--- config.mk ---
export PLATFORM = sky130hd
export DESIGN_NAME = pso_req_ctrl_flat
export DESIGN_NICKNAME = d
export VERILOG_FILES = /design/src/rtl/pso_req_ctrl_if.sv /design/src/rtl/pso_req_ctrl.sv /design/src/flat_wrapper.sv
export SDC_FILE = /design/constraint.sdc
export NUM_CORES = 1
export LEC_CHECK = 0
export ABC_AREA = 1
export BUFFER_PORTS_ARGS = -buffer_cell sky130_fd_sc_hd__buf_4
export CAP_MARGIN = 15
export CORE_MARGIN = 1.5
export CORE_UTILIZATION = 63
export DETAILED_ROUTE_END_ITERATION = 8
export PLACE_DENSITY_LB_ADDON = 0.1
export SLEW_MARGIN = 20
export SYNTH_ARGS = -nofsm -noshare
export SYNTH_HDL_FRONTEND = slang
export SYNTH_SLANG_ARGS = --single-unit
--- constraint.sdc ---
create_clock -name pclk -period 6.85 [get_ports pclk]
set_clock_uncertainty 0.15 [all_clocks]
set_input_delay 1.0275 -clock pclk [delete_from_list [all_inputs] [get_ports pclk]]
set_output_delay 1.0275 -clock pclk [all_outputs]
set_load 0.05 [all_outputs]
--- src/rtl/pso_req_ctrl_if.sv ---
// Handshake between the PSO requester and the power controller.
// master = requester (drives L1_module_req), slave = controller (drives the status pulses).
interface pso_req_ctrl_if;
  logic L1_module_req;
  logic set_status_module;
  logic clr_status_module;

  modport master (
    output L1_module_req,
    input  set_status_module,
    input  clr_status_module
  );

  modport slave (
    input  L1_module_req,
    output set_status_module,
    output clr_status_module
  );
endinterface

--- src/rtl/pso_req_ctrl.sv ---
// PSO requester: decides when the domain asks for shut-off, tracks controller status, handles wake-up.
// Optional wake watchdog enabled by defining PSO_WAKE_TIMEOUT_EN.
module pso_req_ctrl #(
  parameter int CNT_W   = 16,
  parameter int MIN_OFF = 8,
  parameter int WAKE_TO = 64
) (
  input  logic             pclk,
  input  logic             nprst,
  pso_req_ctrl_if.master   hs,
  input  logic             module_idle,
  input  logic             wakeup_event,
  input  logic             sw_sleep,
  input  logic [CNT_W-1:0] idle_thresh,
  input  logic             err_clr,
  output logic             pso_status,
  output logic             wake_pending,
  output logic             wake_done,
  output logic             hs_err
);

  localparam int OFF_W = $clog2(MIN_OFF + 1);
  localparam logic [OFF_W-1:0] OFF_MAX = OFF_W'(MIN_OFF);

  typedef enum logic [2:0] {
    ST_ACTIVE,
    ST_COUNT,
    ST_REQ,
    ST_DOWN,
    ST_WAKE
  } state_e;

  state_e           state_q, state_d;
  logic             req_q, req_d;
  logic             pso_q, pso_d;
  logic             wp_q, wp_d;
  logic             wd_q, wd_d;
  logic             err_q, err_d;
  logic [CNT_W-1:0] idle_cnt_q, idle_cnt_d;
  logic [OFF_W-1:0] off_cnt_q, off_cnt_d;

  logic [CNT_W-1:0] idle_inc;
  logic [OFF_W-1:0] off_inc;
  logic             stray_set;
  logic             stray_clr;
  logic             thresh_one;
  logic             thresh_off;

  assign idle_inc   = (&idle_cnt_q) ? idle_cnt_q : idle_cnt_q + 1'b1;
  assign off_inc    = (off_cnt_q == OFF_MAX) ? OFF_MAX : off_cnt_q + 1'b1;
  assign thresh_one = (idle_thresh == CNT_W'(1));
  assign thresh_off = (idle_thresh == '0);

  // Status pulses are only legal in the state that is waiting for them.
  assign stray_set = hs.set_status_module && (state_q != ST_REQ);
  assign stray_clr = hs.clr_status_module && (state_q != ST_WAKE);

`ifdef PSO_WAKE_TIMEOUT_EN
  localparam int WT_W = $clog2(WAKE_TO + 1);
  logic [WT_W-1:0] wake_cnt_q, wake_cnt_d;
  logic            wake_to_hit;

  assign wake_to_hit = (wake_cnt_q == WT_W'(WAKE_TO - 1));
`else
  logic [31:0] unused_wake_to;
  assign unused_wake_to = WAKE_TO;
`endif

  always_comb begin
    state_d    = state_q;
    req_d      = req_q;
    pso_d      = pso_q;
    wp_d       = wp_q;
    wd_d       = 1'b0;
    idle_cnt_d = idle_cnt_q;
    off_cnt_d  = off_cnt_q;
    err_d      = err_q & ~err_clr;
`ifdef PSO_WAKE_TIMEOUT_EN
    wake_cnt_d = wake_cnt_q;
`endif

    if (stray_set || stray_clr) begin
      err_d = 1'b1;
    end

    case (state_q)
      ST_ACTIVE: begin
        if (!wakeup_event) begin
          if (sw_sleep) begin
            state_d = ST_REQ;
            req_d   = 1'b1;
          end else if (module_idle && !thresh_off) begin
            // A threshold of one is already met by this first idle sample.
            if (thresh_one) begin
              state_d = ST_REQ;
              req_d   = 1'b1;
            end else begin
              state_d    = ST_COUNT;
              idle_cnt_d = CNT_W'(1);
            end
          end
        end
      end

      ST_COUNT: begin
        if (!module_idle || wakeup_event || thresh_off) begin
          state_d    = ST_ACTIVE;
          idle_cnt_d = '0;
        end else if (idle_inc == idle_thresh) begin
          state_d    = ST_REQ;
          req_d      = 1'b1;
          idle_cnt_d = '0;
        end else begin
          idle_cnt_d = idle_inc;
        end
      end

      ST_REQ: begin
        if (hs.set_status_module) begin
          // A coincident wake cannot abort: the controller has already committed.
          state_d   = ST_DOWN;
          pso_d     = 1'b1;
          off_cnt_d = '0;
          wp_d      = wakeup_event;
        end else if (wakeup_event) begin
          state_d = ST_ACTIVE;
          req_d   = 1'b0;
        end
      end

      ST_DOWN: begin
        if (wp_q && (off_cnt_q == OFF_MAX)) begin
          state_d = ST_WAKE;
          req_d   = 1'b0;
          wp_d    = 1'b0;
`ifdef PSO_WAKE_TIMEOUT_EN
          wake_cnt_d = '0;
`endif
        end else begin
          off_cnt_d = off_inc;
          if (wakeup_event) begin
            wp_d = 1'b1;
          end
        end
      end

      ST_WAKE: begin
        if (hs.clr_status_module) begin
          state_d = ST_ACTIVE;
          pso_d   = 1'b0;
          wd_d    = 1'b1;
        end
`ifdef PSO_WAKE_TIMEOUT_EN
        else if (wake_to_hit) begin
          state_d = ST_ACTIVE;
          pso_d   = 1'b0;
          err_d   = 1'b1;
        end else begin
          wake_cnt_d = wake_cnt_q + 1'b1;
        end
`endif
      end

      default: begin
        state_d = ST_ACTIVE;
        req_d   = 1'b0;
        pso_d   = 1'b0;
        wp_d    = 1'b0;
      end
    endcase
  end

  always_ff @(posedge pclk or negedge nprst) begin
    if (!nprst) begin
      state_q    <= ST_ACTIVE;
      req_q      <= 1'b0;
      pso_q      <= 1'b0;
      wp_q       <= 1'b0;
      wd_q       <= 1'b0;
      err_q      <= 1'b0;
      idle_cnt_q <= '0;
      off_cnt_q  <= '0;
    end else begin
      state_q    <= state_d;
      req_q      <= req_d;
      pso_q      <= pso_d;
      wp_q       <= wp_d;
      wd_q       <= wd_d;
      err_q      <= err_d;
      idle_cnt_q <= idle_cnt_d;
      off_cnt_q  <= off_cnt_d;
    end
  end

`ifdef PSO_WAKE_TIMEOUT_EN
  always_ff @(posedge pclk or negedge nprst) begin
    if (!nprst) begin
      wake_cnt_q <= '0;
    end else begin
      wake_cnt_q <= wake_cnt_d;
    end
  end
`endif

  assign hs.L1_module_req = req_q;
  assign pso_status       = pso_q;
  assign wake_pending     = wp_q;
  assign wake_done        = wd_q;
  assign hs_err           = err_q;

endmodule

--- src/flat_wrapper.sv ---
// flat-port wrapper written by rule: the top's interface ports become plain ports
module pso_req_ctrl_flat 
#(
  parameter int CNT_W   = 16,
  parameter int MIN_OFF = 8,
  parameter int WAKE_TO = 64
)
  (pclk, nprst, module_idle, wakeup_event, sw_sleep, idle_thresh, err_clr, pso_status, wake_pending, wake_done, hs_err, hs_L1_module_req, hs_set_status_module, hs_clr_status_module);
  pso_req_ctrl_if hs_i ();
  input  logic pclk;
  input  logic nprst;
  input  logic module_idle;
  input  logic wakeup_event;
  input  logic sw_sleep;
  input  logic [CNT_W-1:0] idle_thresh;
  input  logic err_clr;
  output logic pso_status;
  output logic wake_pending;
  output logic wake_done;
  output logic hs_err;
  output wire logic [$bits(hs_i.L1_module_req)-1:0] hs_L1_module_req;
  input wire logic [$bits(hs_i.set_status_module)-1:0] hs_set_status_module;
  input wire logic [$bits(hs_i.clr_status_module)-1:0] hs_clr_status_module;
  assign hs_L1_module_req = hs_i.L1_module_req;
  assign hs_i.set_status_module = hs_set_status_module;
  assign hs_i.clr_status_module = hs_clr_status_module;
  pso_req_ctrl #(.CNT_W(CNT_W), .MIN_OFF(MIN_OFF), .WAKE_TO(WAKE_TO)) u_core (.pclk(pclk), .nprst(nprst), .hs(hs_i), .module_idle(module_idle), .wakeup_event(wakeup_event), .sw_sleep(sw_sleep), .idle_thresh(idle_thresh), .err_clr(err_clr), .pso_status(pso_status), .wake_pending(wake_pending), .wake_done(wake_done), .hs_err(hs_err));
endmodule
Word-level counts from Yosys, hierarchy flattened --
Cells that the tools add are included.
Cells by class: add/sub/neg operators 2, equal/unequal tests 26, muxes and demuxes 43, bitwise operators 5, reductions and logical operators 22
Operators with widths (number):
- 16-bit 2-to-1 mux | 7
- 16-bit one-hot mux with 2 select lines | 1
- 3-bit 2-to-1 mux | 9
- 2-bit inequality test (second input constant) | 9
- 1-bit 2-to-1 mux | 17
- 16-bit by 1-bit adder with 16-bit output (second input constant) | 1
- 16-bit by 1-bit equality test with 1-bit output (second input constant) | 1
- 16-bit equality test | 1
- 16-bit logical NOT | 1
- 16-bit AND reduction | 1
- 3-bit one-hot mux with 5 select lines | 1
- 4-bit 2-to-1 mux | 3
- 3-bit by 2-bit inequality test with 1-bit output (second input constant) | 4
- 3-bit AND reduction | 3
- 9-bit AND reduction | 1
- 4-bit one-hot mux with 2 select lines | 1
- 3-bit by 2-bit equality test with 1-bit output (second input constant) | 2
- 2-bit by 1-bit inequality test with 1-bit output (second input constant) | 3
- 3-bit inequality test (second input constant) | 2
- 1-bit one-hot mux with 3 select lines | 2
- 6-bit AND reduction | 1
- 3-bit OR reduction | 2
- 1-bit one-hot mux with 5 select lines | 1
- 5-bit AND reduction | 1
- 13 further kinds | 23
Word-level totals: flip-flop bits (word level) 28, bits of input ports 24, output and inout bits 5, word-level logic and storage cells 106

Logic depth before layout (Yosys ltp) --
word-level depth 7, gate-level depth with buffers 18, gate-level depth less buffers 17

Worst setup path before layout --
Ideal clock, no wire load.
path type in2reg, start point input idle_thresh[15], end point register u_core.idle_cnt_q[10], library setup time 0.127 ns, data arrival time 2.333 ns, data required time 6.573 ns, path slack 4.240 ns, stages 10, buffers on the path 1, cell sequence inv_1 nand4_1 nor2_1 nand2_1 o21ai_0 nor2_1 nand2_1 nand2_1 buf_2 o22ai_2
On the way: longest elaborated chain between the ends 5, elaborated cells between the ends (all ways) 12, classes of those cells eq/ne: 4; mux: 3; reduce/logical: 5
RTL lines:
- from (decl) | line flat_wrapper.sv:15 | input logic [CNT_W-1:0] idle_thresh;
- 16-bit logical NOT | line pso_req_ctrl.sv:52 | assign thresh_off = (idle_thresh == '0);
- 1-bit logical NOT | line pso_req_ctrl.sv:92 | end else if (module_idle && !thresh_off) begin
- 1-bit logical AND | line pso_req_ctrl.sv:92
- 2-bit by 1-bit inequality test with 1-bit output (no source line)
- 5-bit AND reduction (no source line)
- to (signal assigned) | line pso_req_ctrl.sv:190 | idle_cnt_q <= idle_cnt_d;
- to (decl) | line pso_req_ctrl.sv:39 | logic [CNT_W-1:0] idle_cnt_q, idle_cnt_d;
Several ways; a longest one is shown, not always the timed one. A chain may end at the register's enable or synchronous reset.

Worst setup path after layout --
start point input idle_thresh[15], end point register u_core.idle_cnt_q[3]
Same word-level chain as after synthesis.

==> results.sh <==
export IMPL_antenna_found_initial=0
export IMPL_core_um2=3633
export IMPL_period_needed_ps=3228
export IMPL_max_stage_delay_ps=810
export IMPL_hold_violations=0
export IMPL_critPathMostFrequentCell="nand2_1"
export IMPL_power_density_nw_per_um2=239.0
export IMPL_row_count=22
export IMPL_ys_types=29
export IMPL_clockBufferDepth=2
export IMPL_ir_drop_uv=250.1
export IMPL_hold_class="register to register"
export IMPL_syn_to_final_growth_pct=12.28
export IMPL_crit_fanout=26
export IMPL_crit_slowest_cell="nand2_1"
export IMPL_synthTopCellsByArea="dfrtp_1 (30%), nand2_1 (19%), inv_1 (9.6%), nand3_1 (8.3%), o22ai_2 (5.3%)"
export IMPL_crit_family="simple AND/OR/NAND/NOR gates"
export IMPL_die_w_um=64.12
export IMPL_tns_ps=0
export IMPL_dieArea_um2=4111
export IMPL_cp_start_kind="input port"
export IMPL_io_buffers=28
export IMPL_total_power_mw=0.6315
export IMPL_drv_slew=0
export IMPL_status="finished, final reports clean"
export IMPL_cp_data_arrival_time_ps=3280
export IMPL_cts_sinks=28
export IMPL_ys_warn_count=0
export IMPL_cts_hold_buffers_added=0
export IMPL_cts_tree="yes"
export IMPL_drtIter0Drc=108
export IMPL_place_gp_congestion=0.9307
export IMPL_ys_seq_elements=28
export IMPL_maxSlewHeadroom_pct=30.01
export IMPL_diodes=0
export IMPL_fp_dieH_um=64.12
export IMPL_required_ps=6900
export IMPL_ys_seq_area_share_pct=29.77
export IMPL_cp_startpoint="idle_thresh[15]"
export IMPL_critPathBufInv=2
export IMPL_grt_pass1_vias=2363
export IMPL_hp_start="u_core.hs.L1_module_req"
export IMPL_fin_crit_sh_pct=47.13
export IMPL_netlist_area_um2=2354
export IMPL_dp_hpwl_um=4301
export IMPL_first_pass_iters=4
export IMPL_crit_type="input port to register"
export IMPL_fmax_ghz=0.3098
export IMPL_h_tree_depth=1
export IMPL_ios=29
export IMPL_root_buffer="clkbuf_8"
export IMPL_grt_pass1_wl_um=9991
export IMPL_met2_length_um=2902
export IMPL_grt_usage_pct=30.81
export IMPL_cts_setup_buffers=0
export IMPL_crit_path_end_kind="register"
export IMPL_async_flop_share_pct=100.0
export IMPL_r2r_start="u_core.idle_cnt_q[0]"
export IMPL_wire_per_inst_um=12.97
export IMPL_clkLatencyLatePin_ps=290
export IMPL_synthCells=363
export IMPL_routed_wl_met3_um=226
export IMPL_finalSetupViolations=0
export IMPL_top_layer_used="met4"
export IMPL_dr_total_vias=2398
export IMPL_initial_utilization_pct=64.77
export IMPL_totalWireLength_um=5680
export IMPL_cts_resized_gates=0
export IMPL_avgSynthCellArea_um2=6.483
export IMPL_fillers=328
export IMPL_synth_top_area_share_pct=29.77
export IMPL_grt_ovfl_total=0
export IMPL_grt_max_degree=29
export IMPL_worst_pin_slew_ps=1047
export IMPL_yosysTopAreaCell="dfrtp_1"
export IMPL_syn_nets=390
export IMPL_vias_per_cell=5.475
export IMPL_synthTopCellsByCount="nand2_1 (118), inv_1 (60), nand3_1 (39)"
export IMPL_rsz0062_at_grt="no"
export IMPL_cap_violations=0
export IMPL_synth_edf_count=0
export IMPL_ant_nets=0
export IMPL_drt_met1_wl_um=2426
export IMPL_drc=0
export IMPL_cts_made_buffers=3
export IMPL_path_cells="buf_4, inv_1, nand4_1, nor2_1, nand2_1, o21ai_0, nor2_1, nand2_1, nand2_1, nand2_1, o21ai_0"
export IMPL_synth_most_common_cell="nand2_1"
export IMPL_leakage_nw=1.382
export IMPL_clkTransAtPathRegs_ps=100
export IMPL_synth_ff_type="dfrtp_1"
export IMPL_drive_gt1_share_pct=14.62
export IMPL_nets=418
export IMPL_whs_ps=348.1
==> cell families (layout without fill, tap and decap cells) <==
logic type,count (synthesis),after routing,share of synthesized area [%]
adder cells (fa/ha/maj),3,3,1.595
AND/OR/NAND/NOR,220,220,41.84
buffers and inverters,67,94,12.12
XOR/XNOR,8,8,2.977
AO/OA/AOI/OAI,37,37,11.70
flip-flops,28,28,29.77
==> registers in the layout, summed over array words and instances (netlist names) <==
name / flops
u_core.wake_done: 1
u_core.off_cnt_q: 4
u_core.pso_status: 1
u_core.hs_err: 1
u_core.hs.L1_module_req: 1
u_core.state_q: 3
u_core.wake_pending: 1
u_core.idle_cnt_q: 16
==> cell usage in the layout (no fill, tap or decap), drive strengths merged <==
master / Yosys / final
a211oi: 1 / 1
a21oi: 4 / 4
buf: 5 / 28
bufinv: 0 / 1
clkbuf: 0 / 3
dfrtp: 28 / 28
ha: 3 / 3
inv: 62 / 62
nand2: 122 / 122
nand3: 43 / 43
nand4: 12 / 12
nor2: 37 / 37
nor3: 5 / 5
nor3b: 1 / 1
o211ai: 1 / 1
o21ai: 17 / 17
o221ai: 1 / 1
o22ai: 12 / 12
o32ai: 1 / 1
xnor2: 1 / 1
xor2: 7 / 7
==> stage by stage <==
stage	instances	util [%]	instance area (µm²)	worst slack (ps)
3_5_place_dp	434	70.76	2571	3337
4_1_cts	438	72.73	2643	3636
3_3_place_gp	434	70.76	2571	3496
6_report	438	72.73	2643	3622
5_1_grt	438	72.73	2643	3317
2_1_floorplan	363	-	2354	4240
==> final timing paths <==
path	to	slack (ps)	cells past startpoint
min in group asynchronous	u_core.idle_cnt_q[9]	490	1
hold / removal	u_core.hs.L1_module_req	350	2
setup reg to reg	u_core.state_q[0]	4020	17
setup / recovery	u_core.idle_cnt_q[3]	3620	11
hold reg to reg	u_core.hs.L1_module_req	350	2
max in group asynchronous	u_core.pso_status	5780	1
==> cell type report <==
| cell class | instances | area [µm²] | area share [%] |
|---|---|---|---|
| well taps | 48 | 60.06 | 2.273 |
| repair buffers | 28 | 210.2 | 7.955 |
| inverters | 62 | 232.7 | 8.807 |
| clock buffers | 3 | 41.29 | 1.563 |
| flip-flops and latches | 28 | 700.7 | 26.52 |
| multi-input cells | 268 | 1368 | 51.75 |
| clock inverters | 1 | 30.03 | 1.136 |
==> tightest hold or removal path: stages, from the launching register on <==
cell and delay [ps]:
dfrtp_1 360, nand2_1 60, nand2_1 50
==> power by group <==
part           internal, mW  switching, mW
clock                0.0785         0.0592
combinational        0.0868          0.186
sequential            0.195         0.0261
==> per-layer routing <==
metal | vias up | track usage [%]
li1 | 1220 | -
met1 | 1102 | 35.87
met2 | 62 | 58.33
met3 | 14 | 4.930
met4 | 0 | 7.713
met5 | - | 0
(Power assumes the default switching activity.)
